--- config.mk ---
export PLATFORM = sky130hd
export DESIGN_NAME = lock_sequencer
export DESIGN_NICKNAME = d
export VERILOG_FILES = /design/src/rtl/lock_pkg.sv /design/src/rtl/code_buffer.sv /design/src/rtl/lock_sequencer.sv
export SDC_FILE = /design/constraint.sdc
export NUM_CORES = 1
export LEC_CHECK = 0
export ABC_AREA = 1
export BUFFER_PORTS_ARGS = -buffer_cell sky130_fd_sc_hd__buf_2
export CAP_MARGIN = 10
export CORE_ASPECT_RATIO = 1.1
export CORE_MARGIN = 1.5
export CORE_UTILIZATION = 51
export DETAILED_ROUTE_END_ITERATION = 6
export GPL_TIMING_DRIVEN = 0
export HOLD_SLACK_MARGIN = 0.06
export PLACE_DENSITY_LB_ADDON = 0.1
export SYNTH_ARGS = -nofsm -noshare
export SYNTH_HDL_FRONTEND = slang
export SYNTH_SLANG_ARGS = --single-unit
--- constraint.sdc ---
create_clock -name hwclk -period 5 [get_ports hwclk]
set_clock_uncertainty 0.05 [all_clocks]
set_input_delay 0 -clock hwclk [delete_from_list [all_inputs] [get_ports hwclk]]
set_output_delay 0 -clock hwclk [all_outputs]
set_load 0.1 [all_outputs]
--- src/rtl/lock_pkg.sv ---
// lock_pkg: shared state encoding, key constants and widths for the digital lock.
package lock_pkg;
    localparam int DIGIT_W = 4;
    localparam int LEN_W   = 3;

    typedef enum logic [2:0] {
        LOCKED       = 3'd0,
        ENTRY        = 3'd1,
        UNLOCKED     = 3'd2,
        PROG_NEW     = 3'd3,
        PROG_CONFIRM = 3'd4,
        LOCKOUT      = 3'd5
    } state_e;

    localparam logic [3:0] KEY_MAX_DIGIT = 4'd6;
    localparam logic [3:0] KEY_CLEAR     = 4'd7;
    localparam logic [3:0] KEY_PROG      = 4'd8;
    localparam logic [3:0] KEY_ENTER     = 4'd9;
endpackage

--- src/rtl/code_buffer.sv ---
// code_buffer: digit slots with saturating length and overflow flag; clear and append may coincide.
module code_buffer
    import lock_pkg::*;
#(
    parameter int MAX_LEN = 6
) (
    input  logic                             hwclk,
    input  logic                             rst_n,
    input  logic                             clear_i,
    input  logic                             append_i,
    input  logic [DIGIT_W-1:0]               digit_i,
    output logic [MAX_LEN-1:0][DIGIT_W-1:0]  digits_o,
    output logic [LEN_W-1:0]                 len_o,
    output logic                             ovf_o
);
    logic [MAX_LEN-1:0][DIGIT_W-1:0] slots_q, slots_d;
    logic [LEN_W-1:0]                len_q, len_d, base;
    logic                            ovf_q, ovf_d;

    // A clear in the same cycle as an append makes the new digit land in slot 0.
    always_comb begin
        slots_d = clear_i ? '0 : slots_q;
        base    = clear_i ? '0 : len_q;
        ovf_d   = clear_i ? 1'b0 : ovf_q;
        len_d   = base;
        if (append_i) begin
            for (int i = 0; i < MAX_LEN; i++)
                if (base == LEN_W'(i)) slots_d[i] = digit_i;
            ovf_d = (base >= LEN_W'(MAX_LEN)) ? 1'b1 : ovf_d;
            len_d = (base > LEN_W'(MAX_LEN)) ? base : base + 1'b1;
        end
    end

    always_ff @(posedge hwclk or negedge rst_n) begin
        if (!rst_n) begin
            slots_q <= '0;
            len_q   <= '0;
            ovf_q   <= 1'b0;
        end else begin
            slots_q <= slots_d;
            len_q   <= len_d;
            ovf_q   <= ovf_d;
        end
    end

    assign digits_o = slots_q;
    assign len_o    = len_q;
    assign ovf_o    = ovf_q;
endmodule

--- src/rtl/lock_sequencer.sv ---
// lock_sequencer: keypad code lock controller owning entry, unlock, reprogram and lockout modes.
module lock_sequencer
    import lock_pkg::*;
#(
    parameter int MIN_LEN     = 4,
    parameter int MAX_LEN     = 6,
    parameter int MAX_TRIES   = 3,
    parameter int LOCKOUT_CYC = 1000,
    parameter int DEFAULT_LEN = 4
) (
    input  logic       hwclk,
    input  logic       rst_n,
    input  logic       key_valid,
    input  logic [3:0] key_code,
    output logic       locked,
    output logic       prog_mode,
    output logic       lockout,
    output logic       ok_pulse,
    output logic       err_pulse,
    output logic [2:0] entry_len,
    output logic [2:0] state_dbg
);
    localparam int TMR_W  = $clog2(LOCKOUT_CYC + 1);
    localparam int FAIL_W = $clog2(MAX_TRIES + 1);

    typedef logic [MAX_LEN-1:0][DIGIT_W-1:0] code_t;

    function automatic code_t default_code();
        code_t c = '0;
        for (int i = 0; i < DEFAULT_LEN; i++) c[i] = DIGIT_W'(i + 1);
        return c;
    endfunction

    localparam code_t DEF_CODE = default_code();

    state_e            state_q, state_d;
    logic [FAIL_W-1:0] fail_q, fail_d, fail_inc;
    logic [TMR_W-1:0]  timer_q, timer_d;
    code_t             code_q, code_d, stage_q, stage_d, digits;
    logic [LEN_W-1:0]  code_len_q, code_len_d, stage_len_q, stage_len_d, len;
    logic              ok_q, ok_d, err_q, err_d;
    logic              ovf, clr, app, code_eq, stage_eq, len_ok;
    logic              is_dig, is_clr, is_prog, is_ent;

    code_buffer #(.MAX_LEN(MAX_LEN)) u_entry (
        .hwclk    (hwclk),
        .rst_n    (rst_n),
        .clear_i  (clr),
        .append_i (app),
        .digit_i  (key_code),
        .digits_o (digits),
        .len_o    (len),
        .ovf_o    (ovf)
    );

    assign is_dig   = key_valid && key_code <= KEY_MAX_DIGIT;
    assign is_clr   = key_valid && key_code == KEY_CLEAR;
    assign is_prog  = key_valid && key_code == KEY_PROG;
    assign is_ent   = key_valid && key_code == KEY_ENTER;
    assign fail_inc = fail_q + 1'b1;
    assign len_ok   = !ovf && len >= LEN_W'(MIN_LEN) && len <= LEN_W'(MAX_LEN);

    always_comb begin
        code_eq  = !ovf && len == code_len_q;
        stage_eq = !ovf && len == stage_len_q;
        for (int i = 0; i < MAX_LEN; i++) begin
            if (LEN_W'(i) < len && digits[i] != code_q[i])  code_eq  = 1'b0;
            if (LEN_W'(i) < len && digits[i] != stage_q[i]) stage_eq = 1'b0;
        end
    end

    // Every exit from a collecting state clears the buffer, so entry_len reads 0 outside an entry.
    always_comb begin
        state_d     = state_q;
        fail_d      = fail_q;
        timer_d     = timer_q;
        code_d      = code_q;
        code_len_d  = code_len_q;
        stage_d     = stage_q;
        stage_len_d = stage_len_q;
        ok_d        = 1'b0;
        err_d       = 1'b0;
        clr         = 1'b0;
        app         = 1'b0;
        case (state_q)
            LOCKED: if (is_dig) begin
                clr     = 1'b1;
                app     = 1'b1;
                state_d = ENTRY;
            end
            ENTRY: begin
                app = is_dig;
                clr = is_clr || is_ent;
                if (is_clr) state_d = LOCKED;
                if (is_ent && code_eq) begin
                    state_d = UNLOCKED;
                    ok_d    = 1'b1;
                    fail_d  = '0;
                end else if (is_ent) begin
                    err_d   = 1'b1;
                    fail_d  = fail_inc;
                    timer_d = TMR_W'(LOCKOUT_CYC - 1);
                    state_d = (fail_inc == FAIL_W'(MAX_TRIES)) ? LOCKOUT : LOCKED;
                end
            end
            UNLOCKED: begin
                clr = is_prog;
                state_d = is_ent ? LOCKED : is_prog ? PROG_NEW : state_q;
            end
            PROG_NEW: begin
                app = is_dig;
                clr = is_clr || is_prog;
                if (is_clr) state_d = UNLOCKED;
                if (is_prog && len_ok) begin
                    stage_d     = digits;
                    stage_len_d = len;
                    state_d     = PROG_CONFIRM;
                end else if (is_prog) begin
                    err_d   = 1'b1;
                    state_d = UNLOCKED;
                end
            end
            PROG_CONFIRM: begin
                app = is_dig;
                clr = is_clr || is_prog;
                if (is_clr || is_prog) state_d = UNLOCKED;
                if (is_prog && stage_eq) begin
                    code_d     = stage_q;
                    code_len_d = stage_len_q;
                    ok_d       = 1'b1;
                end else if (is_prog) begin
                    err_d = 1'b1;
                end
            end
            LOCKOUT: if (timer_q == '0) begin
                state_d = LOCKED;
                fail_d  = '0;
            end else begin
                timer_d = timer_q - 1'b1;
            end
            default: state_d = LOCKED;
        endcase
    end

    always_ff @(posedge hwclk or negedge rst_n) begin
        if (!rst_n) begin
            state_q     <= LOCKED;
            fail_q      <= '0;
            timer_q     <= '0;
            code_q      <= DEF_CODE;
            code_len_q  <= LEN_W'(DEFAULT_LEN);
            stage_q     <= '0;
            stage_len_q <= '0;
            ok_q        <= 1'b0;
            err_q       <= 1'b0;
        end else begin
            state_q     <= state_d;
            fail_q      <= fail_d;
            timer_q     <= timer_d;
            code_q      <= code_d;
            code_len_q  <= code_len_d;
            stage_q     <= stage_d;
            stage_len_q <= stage_len_d;
            ok_q        <= ok_d;
            err_q       <= err_d;
        end
    end

    assign locked    = state_q == LOCKED || state_q == ENTRY || state_q == LOCKOUT;
    assign prog_mode = state_q == PROG_NEW || state_q == PROG_CONFIRM;
    assign lockout   = state_q == LOCKOUT;
    assign ok_pulse  = ok_q;
    assign err_pulse = err_q;
    assign entry_len = len;
    assign state_dbg = state_q;
endmodule

==> impl_metrics.csv, run 1 <==
group,metric,value,unit
drt,dr.first_iter.drc_count,298,
power_and_ir_drop,leakage,3.12,nW
clock_network,cts_made_buffers,9,
placement,place_ws,2.52,ns
synthesis,yosysUniqueCellTypes,33,
sta,slew_headroom,56.3,%
grt,gr-usage-met3,3.08,%
placement,dpl-instance-area,5720,µm²
critical_path,path_common_cell,"nand2_1",
floorplan,dieArea,11300,µm²
sta,tightest_slew,0.656,ns
grt,use_met1,36.3,%
placement,io_buffers,14,
layout,final_common_cell,"nand2_1",
job,cap_violations,0,
synthesis,syn_inst,716,
power_and_ir_drop,switching_share,40.7,%
critical_path,crit_slowest_cell,"dfrtp_1",
synthesis,synth_area,5440,µm²
clock_network,clk_latency,0.35,ns
sta,fin_crit,2.47,ns
synthesis,synth_nets,730,
layout,fin_area,6060,µm²
synthesis,yosysTopAreaCell,"dfrtp_1",
power_and_ir_drop,pwr-share-seq,37.5,%
grt,overflow,0,
power_and_ir_drop,power_switching,1.11,mW
outcome,status,"complete, no violations",
power_and_ir_drop,power.share.clock,26.0,%
critical_path,crit_path_end_kind,"flip-flop",
grt,antenna_found_initial,0,
layout,antenna_cells,0,
power_and_ir_drop,p_comb_share,36.6,%
clock_network,cts_buffer_depth,2,
worst_hold_path,min_path_cells,6,
synthesis,synth_warnings,0,
critical_path,slowest_delay,0.43,ns
floorplan,rows,39,
critical_path,crit_fanout,9,
drt,drt_pass1_iterations,5,
critical_path,critical_path_required,5.19,ns
placement,globalplace.congestion,0.883,
critical_path,crit_type,"reg -> reg",
sta,worst_slack,2.53,ns
placement,dp.cells,874,
layout,layout_common_cells,"240 x nand2_1, 93 x dfrtp_1, 86 x inv_1",
placement,dp_hpwl,9520,µm
sta,fmax,405,MHz
worst_hold_path,hold_path_class,"in -> reg",
grt,grt_use_met2,41.9,%
grt,grt_first_pass_wirelength,22600,µm
power_and_ir_drop,p_int,1.61,mW
layout,finalNonFillerCells,893,
drt,vias,4727,
clock_network,cts.sinks,99,
layout,n_fill_cell,973,
sta,rsz0062_at_grt,"no",
synthesis,ys_seq_area_share,45.6,%
power_and_ir_drop,irDropWorstVdd,405,µV
drt,ant_nets,0,
clock_network,cts.htree.levels,3,
synthesis,synth_top_area_share,42.7,%
critical_path,reg2reg_depth,13,
drt,vias_per_cell,5.29,
drt,wl,13400,µm
layout,final_core_util,58.3,%
floorplan,design.portCount,18,
grt,grt_pass1_vias,4565,
sta,slew_violations,0,
sta,finalSetupViolCount,0,
clock_network,cts_tree,"done",
grt,grt_max_degree,54,
floorplan,coreArea,10400,µm²
floorplan,start_util,52.4,%
floorplan,die_w,102,µm
drt,routedWlPerCell,15.1,µm
sta,timing.final.crit_share,49.4,%
clock_network,cts_root_buf,"clkbuf_16",
grt,grt_use_total,26.1,%
drt,drc_errors,0,
layout,drive_gt1_share,10.3,%
sta,setup-tns-final,0,ns
layout,area_delta_synth_final,11.3,%
floorplan,die_y,111,µm
sta,hold_viol_final,0,
clock_network,cts_resized,0,
critical_path,path_cells,"inv_2 -> or2_1 -> nor2_2 -> nand2_1 -> nand3_4 -> nor2_1 -> inv_1 -> ha_1 -> nand2_1 -> inv_1 -> nand2_1 -> nand3_1 -> nand2_1",
synthesis,ys_seq_elements,99,
grt,top_usage_layer,"met2",
synthesis,avgSynthCellArea,7.60,µm²
clock_network,cts.clk_slew.worst_paths,0.06,ns
power_and_ir_drop,p_per_area,449,nW/µm²
critical_path,startpoint_type,"flip-flop",
layout,fin_nets,760,
critical_path,worst_ep_arrival_time,2.66,ns
synthesis,synth.area.top_cells,"dfrtp_1 43%, nand2_1 17%, inv_1 5.9%",
==> final timing paths <==
kind / end / from / slack [ns]
max in group asynchronous: code_q[8] / rst_n / 4.00
min in group asynchronous: code_q[22] / rst_n / 0.17
worst max-delay path: u_entry.digits_o[17] / state_dbg[0] / 2.53
worst min-delay path: u_entry.len_o[1] / key_code[3] / 0.14
worst max register to register: u_entry.digits_o[17] / state_dbg[0] / 2.53
worst min register to register: code_len_q[2] / code_len_q[2] / 0.42
==> sequential cells by signal, summed over array words and instances, names as in the netlist, 2 cells and up <==
name	count
stage_q	24
code_len_q	3
stage_len_q	3
code_q	24
state_dbg	3
fail_q	2
timer_q	10
u_entry.digits_o	24
u_entry.len_o	3
==> cell type report <==
cell class | instances | area, µm² | area share, %
clock inverters | 2 | 35.0 | 0.578
plain buffers | 26 | 150 | 2.48
flip-flops and latches | 99 | 2480 | 41.0
well taps | 143 | 179 | 2.95
clock buffers | 13 | 260 | 4.30
repair buffers | 19 | 140 | 2.31
inverters | 93 | 349 | 5.76
multi-input cells | 498 | 2460 | 40.6
==> what timing repair did <==
action | in CTS | in global routing
setup buffers | 0 | 0
hold buffers | 4 | 0
hold endpoints to repair | 64 | 0
==> synth_stat cells (all sizes together) <==
library cell	count
nand3b	1
nor3	3
xnor2	19
a21oi	6
o21ai	50
nand4	31
clkbuf	5
o211ai	10
ha	7
dfrtp	93
nor2	46
mux2	1
nand2	243
dfstp	6
a211oi	3
xor2	15
buf	21
inv	93
nand3	56
a31oi	2
nor4	2
o22ai	1
or2	2
==> layer usage <==
metal / up-vias / part of all wire (%)
met5: - / 0
met4: 0 / 1.8
met3: 17 / 4.1
met2: 100 / 48
met1: 2270 / 46
li1: 2340 / -
==> power by group through the flow <==
stage	clock network, mW	registers (mW)	logic [mW]
floorplan	0	1.14	0.638
global placement	0	1.03	0.979
detailed placement	0	1.03	0.988
CTS	0.719	1.02	0.995
global route	0.750	1.04	1.11
finish	0.706	1.02	0.994
==> stage by stage <==
| stage | total power, mW | hold WS (ns) |
|---|---|---|
| 3_3_place_gp | 2.01 | 0.291 |
| 5_1_grt | 2.89 | 0.167 |
| 6_report | 2.72 | 0.141 |
| 2_1_floorplan | 1.78 | -0.346 |
| 4_1_cts | 2.73 | 0.125 |
| 3_5_place_dp | 2.02 | 0.0170 |
==> critical path, delay by kind of cell (launching register included) <==
kind	cells	cell delay, ns
fa+ha+maj	1	0.14
flops	1	0.43
buf+inv	3	0.45
simple gates	9	1.29
==> logic make-up after synthesis <==
family / share of synthesized area (%)
AOI/OAI and AO/OA: 7.29
muxes: 0.207
buffers and inverters: 9.17
adders and majority gates: 1.61
and+or+nand+nor: 30.6
DFF: 45.6
xor gates and xnor gates: 5.47
Power figures use the tool's default switching activity.
==> run 2, diff against run 1 <==
--- a/config.mk
+++ b/config.mk
@@ -5,7 +5,7 @@
 export SDC_FILE = /design/constraint.sdc
 export NUM_CORES = 1
 export LEC_CHECK = 0
-export ABC_AREA = 1
+export ABC_AREA = 0
 export BUFFER_PORTS_ARGS = -buffer_cell sky130_fd_sc_hd__buf_2
 export CAP_MARGIN = 10
 export CORE_ASPECT_RATIO = 1.1
==> constraint.sdc (replaced) <==
create_clock -name hwclk -period 2.1 [get_ports hwclk]
set_clock_uncertainty 0.05 [all_clocks]
set_input_delay 0 -clock hwclk [delete_from_list [all_inputs] [get_ports hwclk]]
set_output_delay 0 -clock hwclk [all_outputs]
set_load 0.1 [all_outputs]
==> run 2 against run 1 <==
The flow now finishes with violations (negative setup slack); maximum frequency increased by 4.6%; first-iteration DRC count decreased by 39%; routed wire length decreased by 11%; sequential share of layout area decreased by 3.3 points; global-route usage decreased by 3.0 points; sequential cell count unchanged; critical path type unchanged.
==> impl_metrics.csv, run 2 <==
group,metric,value,unit
clock_network,cts.clk_slew.worst_paths,0.09,ns
power_and_ir_drop,power,6.16,mW
drt,ant_nets,0,
layout,layout_common_cells,"84 x dfrtp_1, 46 x xor2_1, 34 x buf_4",
floorplan,die_y,108,µm
power_and_ir_drop,irDropWorstVdd,800,µV
drt,drt_pass1_iterations,4,
worst_hold_path,hold_path_class,"in -> reg",
placement,io_buffers,16,
critical_path,crit_fanout,8,
grt,grt_max_degree,72,
sta,slew_headroom,55.3,%
clock_network,cts_made_buffers,9,
outcome,status,"finished, violations left",
sta,fmax,423,MHz
synthesis,ys.flop_type,"dfrtp_1",
grt,grt_use_total,23.1,%
clock_network,cts_tree,"done",
grt,grt_first_pass_wirelength,18600,µm
clock_network,cts_buffer_depth,2,
clock_network,cts.htree.levels,3,
sta,finalSetupViolCount,46,
floorplan,start_util,51.9,%
synthesis,synth_area,5080,µm²
floorplan,design.portCount,18,
sta,worst_slack,-0.262,ns
placement,dpl-instance-area,5540,µm²
drt,vias,3585,
drt,routedWlPerCell,18.8,µm
drt,dr.first_iter.drc_count,181,
grt,top_usage_layer,"met2",
power_and_ir_drop,power_switching,2.32,mW
synthesis,synth_common_cells,"93 x dfrtp_1, 48 x xor2_1, 28 x nand2_1",
synthesis,ys_seq_area_share,48.9,%
synthesis,ys_seq_elements,99,
clock_network,clk_latency,0.37,ns
synthesis,synth.area.top_cells,"dfrtp_1 46%, xor2_1 8.3%, mux2_2 5.8%",
outcome,violations,"negative setup slack",
layout,final_common_cell,"dfrtp_1",
floorplan,rows,38,
clock_network,cts_root_buf,"clkbuf_8",
sta,setup-tns-final,-7.64,ns
synthesis,synthArstFlopShare,100,%
power_and_ir_drop,pwr-share-seq,35.4,%
sta,slew_violations,0,
layout,n_fill_cell,744,
layout,antenna_cells,0,
layout,drive_gt1_share,45.3,%
layout,seqCellArea,2510,µm²
placement,dp_hpwl,7420,µm
critical_path,crit_path_end_kind,"flip-flop",
grt,use_met1,31.8,%
grt,grt_use_met2,37.0,%
drt,drc_errors,0,
placement,dp.cells,577,
grt,overflow,0,
sta,hold_viol_final,0,
synthesis,synth-edff-count,0,
grt,antenna_found_initial,0,
critical_path,crit_type,"reg -> reg",
power_and_ir_drop,leakage,3.25,nW
floorplan,dieArea,10600,µm²
synthesis,syn_inst,440,
synthesis,yosysUniqueCellTypes,58,
placement,place_ws,-0.504,ns
job,cap_violations,0,
synthesis,synth_top_area_share,45.8,%
critical_path,critical_path_required,2.31,ns
layout,finalNonFillerCells,634,
synthesis,yosysMostFrequentCell,"dfrtp_1",
layout,area_delta_synth_final,31.0,%
power_and_ir_drop,power.share.clock,23.6,%
layout,multi_input_area,2930,µm²
clock_network,cts.sinks,99,
power_and_ir_drop,p_int,3.84,mW
sta,timing.final.crit_share,112,%
synthesis,synth_warnings,0,
floorplan,coreArea,9790,µm²
sta,tightest_slew,0.670,ns
power_and_ir_drop,p_per_area,925,nW/µm²
power_and_ir_drop,switching_share,37.6,%
critical_path,worst_ep_arrival_time,2.57,ns
drt,vias_per_cell,5.65,
critical_path,startpoint_type,"flip-flop",
synthesis,avgSynthCellArea,11.5,µm²
layout,fin_area,6650,µm²
synthesis,synth_nets,454,
floorplan,die_w,98.2,µm
placement,globalplace.congestion,0.874,
grt,gr-usage-met3,2.73,%
layout,fin_nets,523,
synthesis,yosysTopAreaCell,"dfrtp_1",
sta,fin_crit,2.36,ns
grt,grt_pass1_vias,3583,
power_and_ir_drop,p_comb_share,41.1,%
drt,wl,11900,µm
sta,rsz0062_at_grt,"yes",
-- run 2: changes by cell type after synthesis, moves of 9 or more --
cell and delta:
nor2_1 -16, inv_1 -72, nand3_1 -39, o21ai_0 -39, and3_1 +9, mux2_2 +25, xor2_1 +33, a32o_1 +9
nand4_1 -31, nand2_1 -212, mux2_1 +20
-- run 2: power groups by stage --
| stage | combinational [mW] | sequential, mW | clock (mW) |
|---|---|---|---|
| floorplan | 1.09 | 2.43 | 0 |
| global placement | 1.71 | 2.19 | 0 |
| detailed placement | 1.73 | 2.20 | 0 |
| CTS | 2.16 | 2.18 | 1.49 |
| global route | 2.66 | 2.19 | 1.55 |
| finish | 2.53 | 2.18 | 1.45 |
-- run 2: logic make-up after synthesis --
family | after synthesis | share of synthesized area (%)
xor gates and xnor gates | 59 | 10.2
DFF | 99 | 48.9
and+or+nand+nor | 116 | 12.7
buffers and inverters | 35 | 3.82
adders and majority gates | 7 | 1.72
muxes | 60 | 13.5
AOI/OAI and AO/OA | 64 | 9.16
-- run 2: worst max-delay path, stage by stage (launching register included) --
cell,delay (ns)
dfrtp_1,0.43
xor2_2,0.19
nor4_2,0.27
buf_4,0.18
a21oi_4,0.06
nor3_2,0.23
and3_4,0.22
buf_12,0.15
clkbuf_16,0.17
mux2_4,0.29
-- run 2: path summary, 6_finish.rpt --
check                                    to  slack [ns]  cells past startpoint         from
max in group asynchronous       stage_q[10]        0.40                      4        rst_n
min in group asynchronous        timer_q[9]        0.57                      3        rst_n
worst min-delay path               ok_pulse        0.09                      4  key_code[1]
worst max-delay path             code_q[21]       -0.26                      9   stage_q[1]
worst min register to register    fail_q[0]        0.44                      1    fail_q[0]
worst max register to register   code_q[21]       -0.26                      9   stage_q[1]
-- run 2: timing repair --
item | in CTS | in global routing
buffers inserted | 23 | 11
setup endpoints to repair | 78 | 75
endpoints found under the hold margin | 104 | 0
gates resized for setup | 46 | 64
hold buffers | 6 | 0
cloned | 0 | 3
pin swaps | 20 | 21
-- run 2: cell type report --
class / instances / area share [%]
clock inverters: 3 / 1.02
plain buffers: 18 / 3.40
well taps: 120 / 2.26
multi-input cells: 306 / 44.1
inverters: 15 / 1.15
repair buffers: 60 / 7.64
flip-flops and latches: 99 / 37.7
clock buffers: 13 / 2.69
-- run 2: per-stage QoR --
| step | hold slack [ns] | util, % |
|---|---|---|
| 2_1_floorplan | -0.346 | - |
| 3_3_place_gp | 0.250 | 56.2 |
| 3_5_place_dp | -0.0859 | 56.5 |
| 4_1_cts | 0.0642 | 63.5 |
| 5_1_grt | 0.0934 | 67.9 |
| 6_report | 0.0947 | 67.9 |
-- run 2: layer usage --
layer / routed length, µm / share of wire, %
met1: 5590 / 47
met2: 5750 / 48
met3: 352 / 2.9
met4: 254 / 2.1
met5: 0 / 0
